## src/rtl/inst_fetch_queue.sv

```systemverilog
// rtl/inst_fetch_queue.sv - in-order instruction fetch queue between PC stage and decode
// Issues one ROM read per predicted PC and holds returned words with their metadata until decode.
module inst_fetch_queue #(
  parameter int DEPTH      = 4,
  parameter int ADDR_WIDTH = 32,
  parameter int GHR_WIDTH  = 8
) (
  input  logic                  clk,
  input  logic                  rst,
  input  logic [ADDR_WIDTH-1:0] pc_in,
  input  logic                  pred_taken_in,
  input  logic [GHR_WIDTH-1:0]  pht_index_in,
  output logic                  stall_out,
  input  logic                  flush,
  output logic                  rom_en,
  output logic [ADDR_WIDTH-1:0] rom_addr,
  input  logic                  rom_ready,
  input  logic                  rom_rvalid,
  input  logic [31:0]           rom_rdata,
  output logic                  inst_valid,
  output logic [31:0]           inst_out,
  output logic [ADDR_WIDTH-1:0] inst_pc_out,
  output logic                  pred_taken_out,
  output logic [GHR_WIDTH-1:0]  pht_index_out,
  output logic                  addr_err_out,
  input  logic                  id_ready
);

  localparam int PW = $clog2(DEPTH);
  localparam logic [PW:0]   FULL_CNT = (PW+1)'(DEPTH);
  localparam logic [PW+1:0] FULL_OCC = (PW+2)'(DEPTH);

  logic [ADDR_WIDTH-1:0] pc_q     [DEPTH];
  logic                  pred_q   [DEPTH];
  logic [GHR_WIDTH-1:0]  idx_q    [DEPTH];
  logic [31:0]           inst_q   [DEPTH];
  logic                  err_q    [DEPTH];
  logic                  filled_q [DEPTH];

  logic [PW-1:0] head, fill, tail;
  logic [PW:0]   count, pend, discard;

  logic          aligned, alloc_rom, alloc_err, alloc, pop;
  logic          fill_en, drop, proto_err;
  logic [PW+1:0] occupancy, discard_flush;

  // pend tracks unfilled in-flight entries; fill==tail alone is ambiguous when all DEPTH are in flight
  always_comb begin
    aligned   = (pc_in[1:0] == 2'b00);
    occupancy = {1'b0, count} + {1'b0, discard};
    rom_en    = !rst && !flush && aligned && (occupancy < FULL_OCC);
    rom_addr  = rst ? '0 : pc_in;
    alloc_rom = rom_en && rom_ready;
    alloc_err = !rst && !flush && !aligned && (count < FULL_CNT) && (pend == '0);
    alloc     = alloc_rom || alloc_err;
    stall_out = !alloc;
    inst_valid = filled_q[head] && (count != '0) && !flush;
    pop       = inst_valid && id_ready;
    fill_en   = rom_rvalid && !flush && (discard == '0) && (pend != '0);
    drop      = rom_rvalid && !flush && (discard != '0);
    proto_err = rom_rvalid && (discard == '0) && (pend == '0);
    discard_flush = {1'b0, discard} + {1'b0, pend};
    if (rom_rvalid && (discard_flush != '0)) discard_flush = discard_flush - 1'b1;
  end

  assign inst_out       = inst_q[head];
  assign inst_pc_out    = pc_q[head];
  assign pred_taken_out = pred_q[head];
  assign pht_index_out  = idx_q[head];
  assign addr_err_out   = err_q[head];

  always_ff @(posedge clk or posedge rst) begin
    if (rst) begin
      head    <= '0;
      fill    <= '0;
      tail    <= '0;
      count   <= '0;
      pend    <= '0;
      discard <= '0;
      for (int i = 0; i < DEPTH; i++) begin
        pc_q[i]     <= '0;
        pred_q[i]   <= 1'b0;
        idx_q[i]    <= '0;
        inst_q[i]   <= '0;
        err_q[i]    <= 1'b0;
        filled_q[i] <= 1'b0;
      end
    end else if (flush) begin
      head    <= '0;
      fill    <= '0;
      tail    <= '0;
      count   <= '0;
      pend    <= '0;
      // every request still owed by the ROM, minus one returning right now, belongs to the wrong path
      discard <= discard_flush[PW:0];
      for (int i = 0; i < DEPTH; i++) filled_q[i] <= 1'b0;
    end else begin
      if (pop) begin
        filled_q[head] <= 1'b0;
        head           <= head + 1'b1;
      end
      if (alloc) begin
        pc_q[tail]     <= pc_in;
        pred_q[tail]   <= pred_taken_in;
        idx_q[tail]    <= pht_index_in;
        inst_q[tail]   <= '0;
        err_q[tail]    <= alloc_err;
        filled_q[tail] <= alloc_err;
        tail           <= tail + 1'b1;
        if (alloc_err) fill <= fill + 1'b1;
      end
      if (fill_en) begin
        inst_q[fill]   <= rom_rdata;
        filled_q[fill] <= 1'b1;
        fill           <= fill + 1'b1;
      end
      if (drop) discard <= discard - 1'b1;
      if (alloc && !pop) count <= count + 1'b1;
      else if (!alloc && pop) count <= count - 1'b1;
      if (alloc_rom && !fill_en) pend <= pend + 1'b1;
      else if (!alloc_rom && fill_en) pend <= pend - 1'b1;
    end
  end

  // a response with nothing outstanding means the ROM broke ordering
  always @(posedge clk) begin
    if (!rst) assert (!proto_err);
  end

endmodule

```

## config.mk

```make
export PLATFORM = sky130hd
export DESIGN_NAME = inst_fetch_queue
export DESIGN_NICKNAME = d
export VERILOG_FILES = /design/src/rtl/inst_fetch_queue.sv
export SDC_FILE = /design/constraint.sdc
export NUM_CORES = 1
export LEC_CHECK = 0
export CORE_ASPECT_RATIO = 1.2
export CORE_MARGIN = 2
export CORE_UTILIZATION = 50
export CTS_CLUSTER_SIZE = 24
export DETAILED_ROUTE_END_ITERATION = 10
export HOLD_SLACK_MARGIN = 0.1
export PLACE_DENSITY = 0.7
export SLEW_MARGIN = 0
export SYNTH_ARGS = -nofsm -noshare
export SYNTH_HDL_FRONTEND = slang
export SYNTH_SLANG_ARGS = --single-unit
```

## constraint.sdc

```tcl
create_clock -name clk -period 20.3 [get_ports clk]
set_input_delay 6.09 -clock clk [delete_from_list [all_inputs] [get_ports clk]]
set_output_delay 6.09 -clock clk [all_outputs]
set_load 0.02 [all_outputs]
```

==> impl_results.md <==
* Status: finished, final reports clean
* Die area at ~30000 um^2
* Num rows at between 60 and 70
* Routability cong. at about 0.77
* CP max stage delay at 0.90 ns
* R2R Path Start: head[0]
* Initial antenna violation count at 1
* RSZ-0062 raised after global routing: no
* FF+latch count, synth at 315
* Yosys Warn Count at 0
* Commonest non-fill, non-tap cell in the layout: dfrtp_1
* Setup slack, reg-to-reg at between 15 and 20 ns
* CP Data Arrival Time at roughly 8.5 ns
* Commonest cells after routing, fill and taps aside: dfrtp_1, clkdlybuf4s50_1, mux2_1
* Drc violations at 0
* Seq/Total Area, Yosys at between 50 and 60%
* Layout area overhead at 21.7%
* Initial Util at between 50% and 60%
* Seq. cell area at 7890 um^2
* Crit path top cell by count: clkdlybuf4s50_1
* Post-synth EDFFs at 0
* Ys async rst share at 100%
* Number of global-route vias before repair at 10100
* Delay-heaviest family, CP: buffers and inverters
* Ports at around 190
* Final HPWL DP at roughly 20000 um
* Worst VDD drop at roughly 74 uV
* Worst Hold Class: reg2reg
* Peak Freq at about 68 MHz
* Gr usage total at between 20 and 25%
* Clock buffer depth at 3
* Total routed wirelength at between 30000 and 40000 um
* CP cell instances: clkdlybuf4s50_1 > nor4_2 > nand4_1 > nor2b_2 > clkdlybuf4s50_1
* Worst-path maximum fanout at 22
* I/O Buffers at between 150 and 200
* CP Launch Type: input port
* CP Capture Point: stall_out
* Core Area at approximately 29000 um^2
* Clock-pin slew on the worst setup and hold paths at 0.06 ns
* Crit. End Element: output port
* Post-synthesis cell count at 1120
* Placed cells at between 1500 and 2000
* First-pass GRT wire length at approximately 53000 um
* CTS root buf: clkbuf_16
* Stages on worst setup path at 5
* Fill count at around 2400
* Nets at ~1400
* CTS tree: done
* Die H at between 150 and 200 um
* Slew HR at between 20 and 30%
* Avg Inst Size Synth at between 10 and 15 um^2
* Postcts setup bufs at 0
* Slowest-stage cell, CP: clkdlybuf4s50_1
* Inserted Clock Buffers at 34
* Worst slew pin tran at 1.06 ns
* Synth unique cells at 46
* First DRT Iteration DRCs at 545
* Avg WL per Cell at between 15 and 20 um
* Via count at 9550
* Final setup skew at roughly 0.015 ns
* Buf/Inv on CP at 2
* Multi-input logic area at between 6000 and 7000 um^2
* Worst setup path category: in2out
* Endpoints failing hold at 0
* Hold buffers post-CTS at 0
* H-tree Lvls at 2
* P per Cell Area at about 110 nW/um^2
* Detailed Routing Iterations Pass 1 at 4
* Period utilization at between 70% and 80%
* Max_cap viols at 0
* Final setup viols at 0
* CTS sink cnt at 315
* P_leak at approximately 0.0076 uW
* Mapped Area at ~15000 um^2
* Layout cells sized above 1 at 12.3%
* Final Non-Filler Cells at approximately 1700
* Crit path launch: flush
* GR Overflow Total at 0
* Minimum clock period after layout at 14.62 ns
* Crit path required time at 14.21 ns
* Syn nets at between 1000 and 1500
* Detail Route Antenna Nets at 0
* Fin Setup TNS at 0 ns
* Reg2reg path depth at 8
* Top_reg_cell synth: dfrtp_1
* Max-slew violation count at 0
* Die Span X at 160 um
* Terminus of the critical flop-to-flop path: count[2]
* Worst skew pair latency at about 0.50 ns
* CTS resizes at 0
* Largest net degree at the start of global routing at 208
* Number of vias per cell at 5.69
==> worst min path at each step <==
| stage | endpoint | depth (start not counted) | startpoint | slack (ns) |
|---|---|---|---|---|
| after detailed placement | err_q[1] | 2 | err_q[1] | 0.48 |
| after floorplan | err_q[1] | 2 | err_q[1] | 0.44 |
| after global placement | err_q[0] | 2 | err_q[0] | 0.45 |
| after CTS | pc_q[56] | 1 | pc_q[56] | 0.49 |
| final | pc_q[39] | 1 | pc_q[39] | 0.49 |
| after global routing | idx_q[5] | 1 | idx_q[5] | 0.50 |
==> flip-flops by register name, summed over array words and instances, names as in the netlist <==
register	flops
count	3
pc_q	128
fill	2
filled_q	4
pred_q	4
inst_q	128
head	2
err_q	4
tail	2
pend	3
discard	3
idx_q	32
==> synth_stat cells (all sizes together), types with 2 or more instances <==
cell    count  area share [%]
a31oi       5            0.21
inv        16            0.41
buf        60             2.5
xnor2       7            0.42
nor2b      34             1.5
o21ai     137             4.8
clkbuf     29            0.75
nor2       14            0.36
and3        4            0.17
nor3        7            0.24
fa          3            0.41
nand4       2           0.086
nand3     135             4.6
a21oi       5            0.17
mux2      165              13
nand2      60             1.5
ha         20             1.7
mux2i       3            0.21
dfrtp     315              54
mux4       75              12
and4        2            0.12
nor4        2            0.23
nand2b      2           0.086
and2        2           0.086
a211oi      3            0.15
==> cell families after synthesis <==
family	count (synthesis)	synth area share, %
AND/OR/NAND/NOR	269	9.35
adder cells (fa/ha/maj)	23	2.13
XOR/XNOR	8	0.481
flip-flops	315	54.1
AO/OA/AOI/OAI	157	5.75
buffers and inverters	105	3.62
multiplexers	243	24.6
==> routing by layer <==
metal | vias to the layer above | track usage (%) | wire length [um]
met4 | 0 | 7.55 | 897
met5 | - | 0 | 0
met1 | 4903 | 28.1 | 14200
met3 | 56 | 3.58 | 1380
met2 | 216 | 38.6 | 16800
li1 | 4375 | - | -
==> where the power goes <==
group | switching [uW] | internal, uW
Sequential | 73.7 | 771
Combinational | 201 | 243
Clock | 241 | 365
==> metrics by stage <==
step	hold WS (ns)	area, um^2	total power (uW)	worst slack [ns]	util, %
floorplan	0.441	14600	1130	5.15	-
global placement	0.455	16600	1290	5.76	57.8
detailed placement	0.477	16600	1310	5.70	57.8
CTS	0.490	17700	1920	5.70	61.6
global route	0.495	17700	1990	5.57	61.7
finish	0.486	17700	1900	5.68	61.7
==> area by class of cell <==
class | instances | share of cell area [%]
Sequential cell | 315 | 44.5
Multi-Input combinational cell | 700 | 35.0
Timing Repair Buffer | 203 | 11.3
Clock buffer | 45 | 5.32
Tap cell | 385 | 2.72
Clock inverter | 13 | 0.840
Inverter | 16 | 0.381
Antenna cell | 1 | 0.0141
Power figures use the tool's default switching activity.
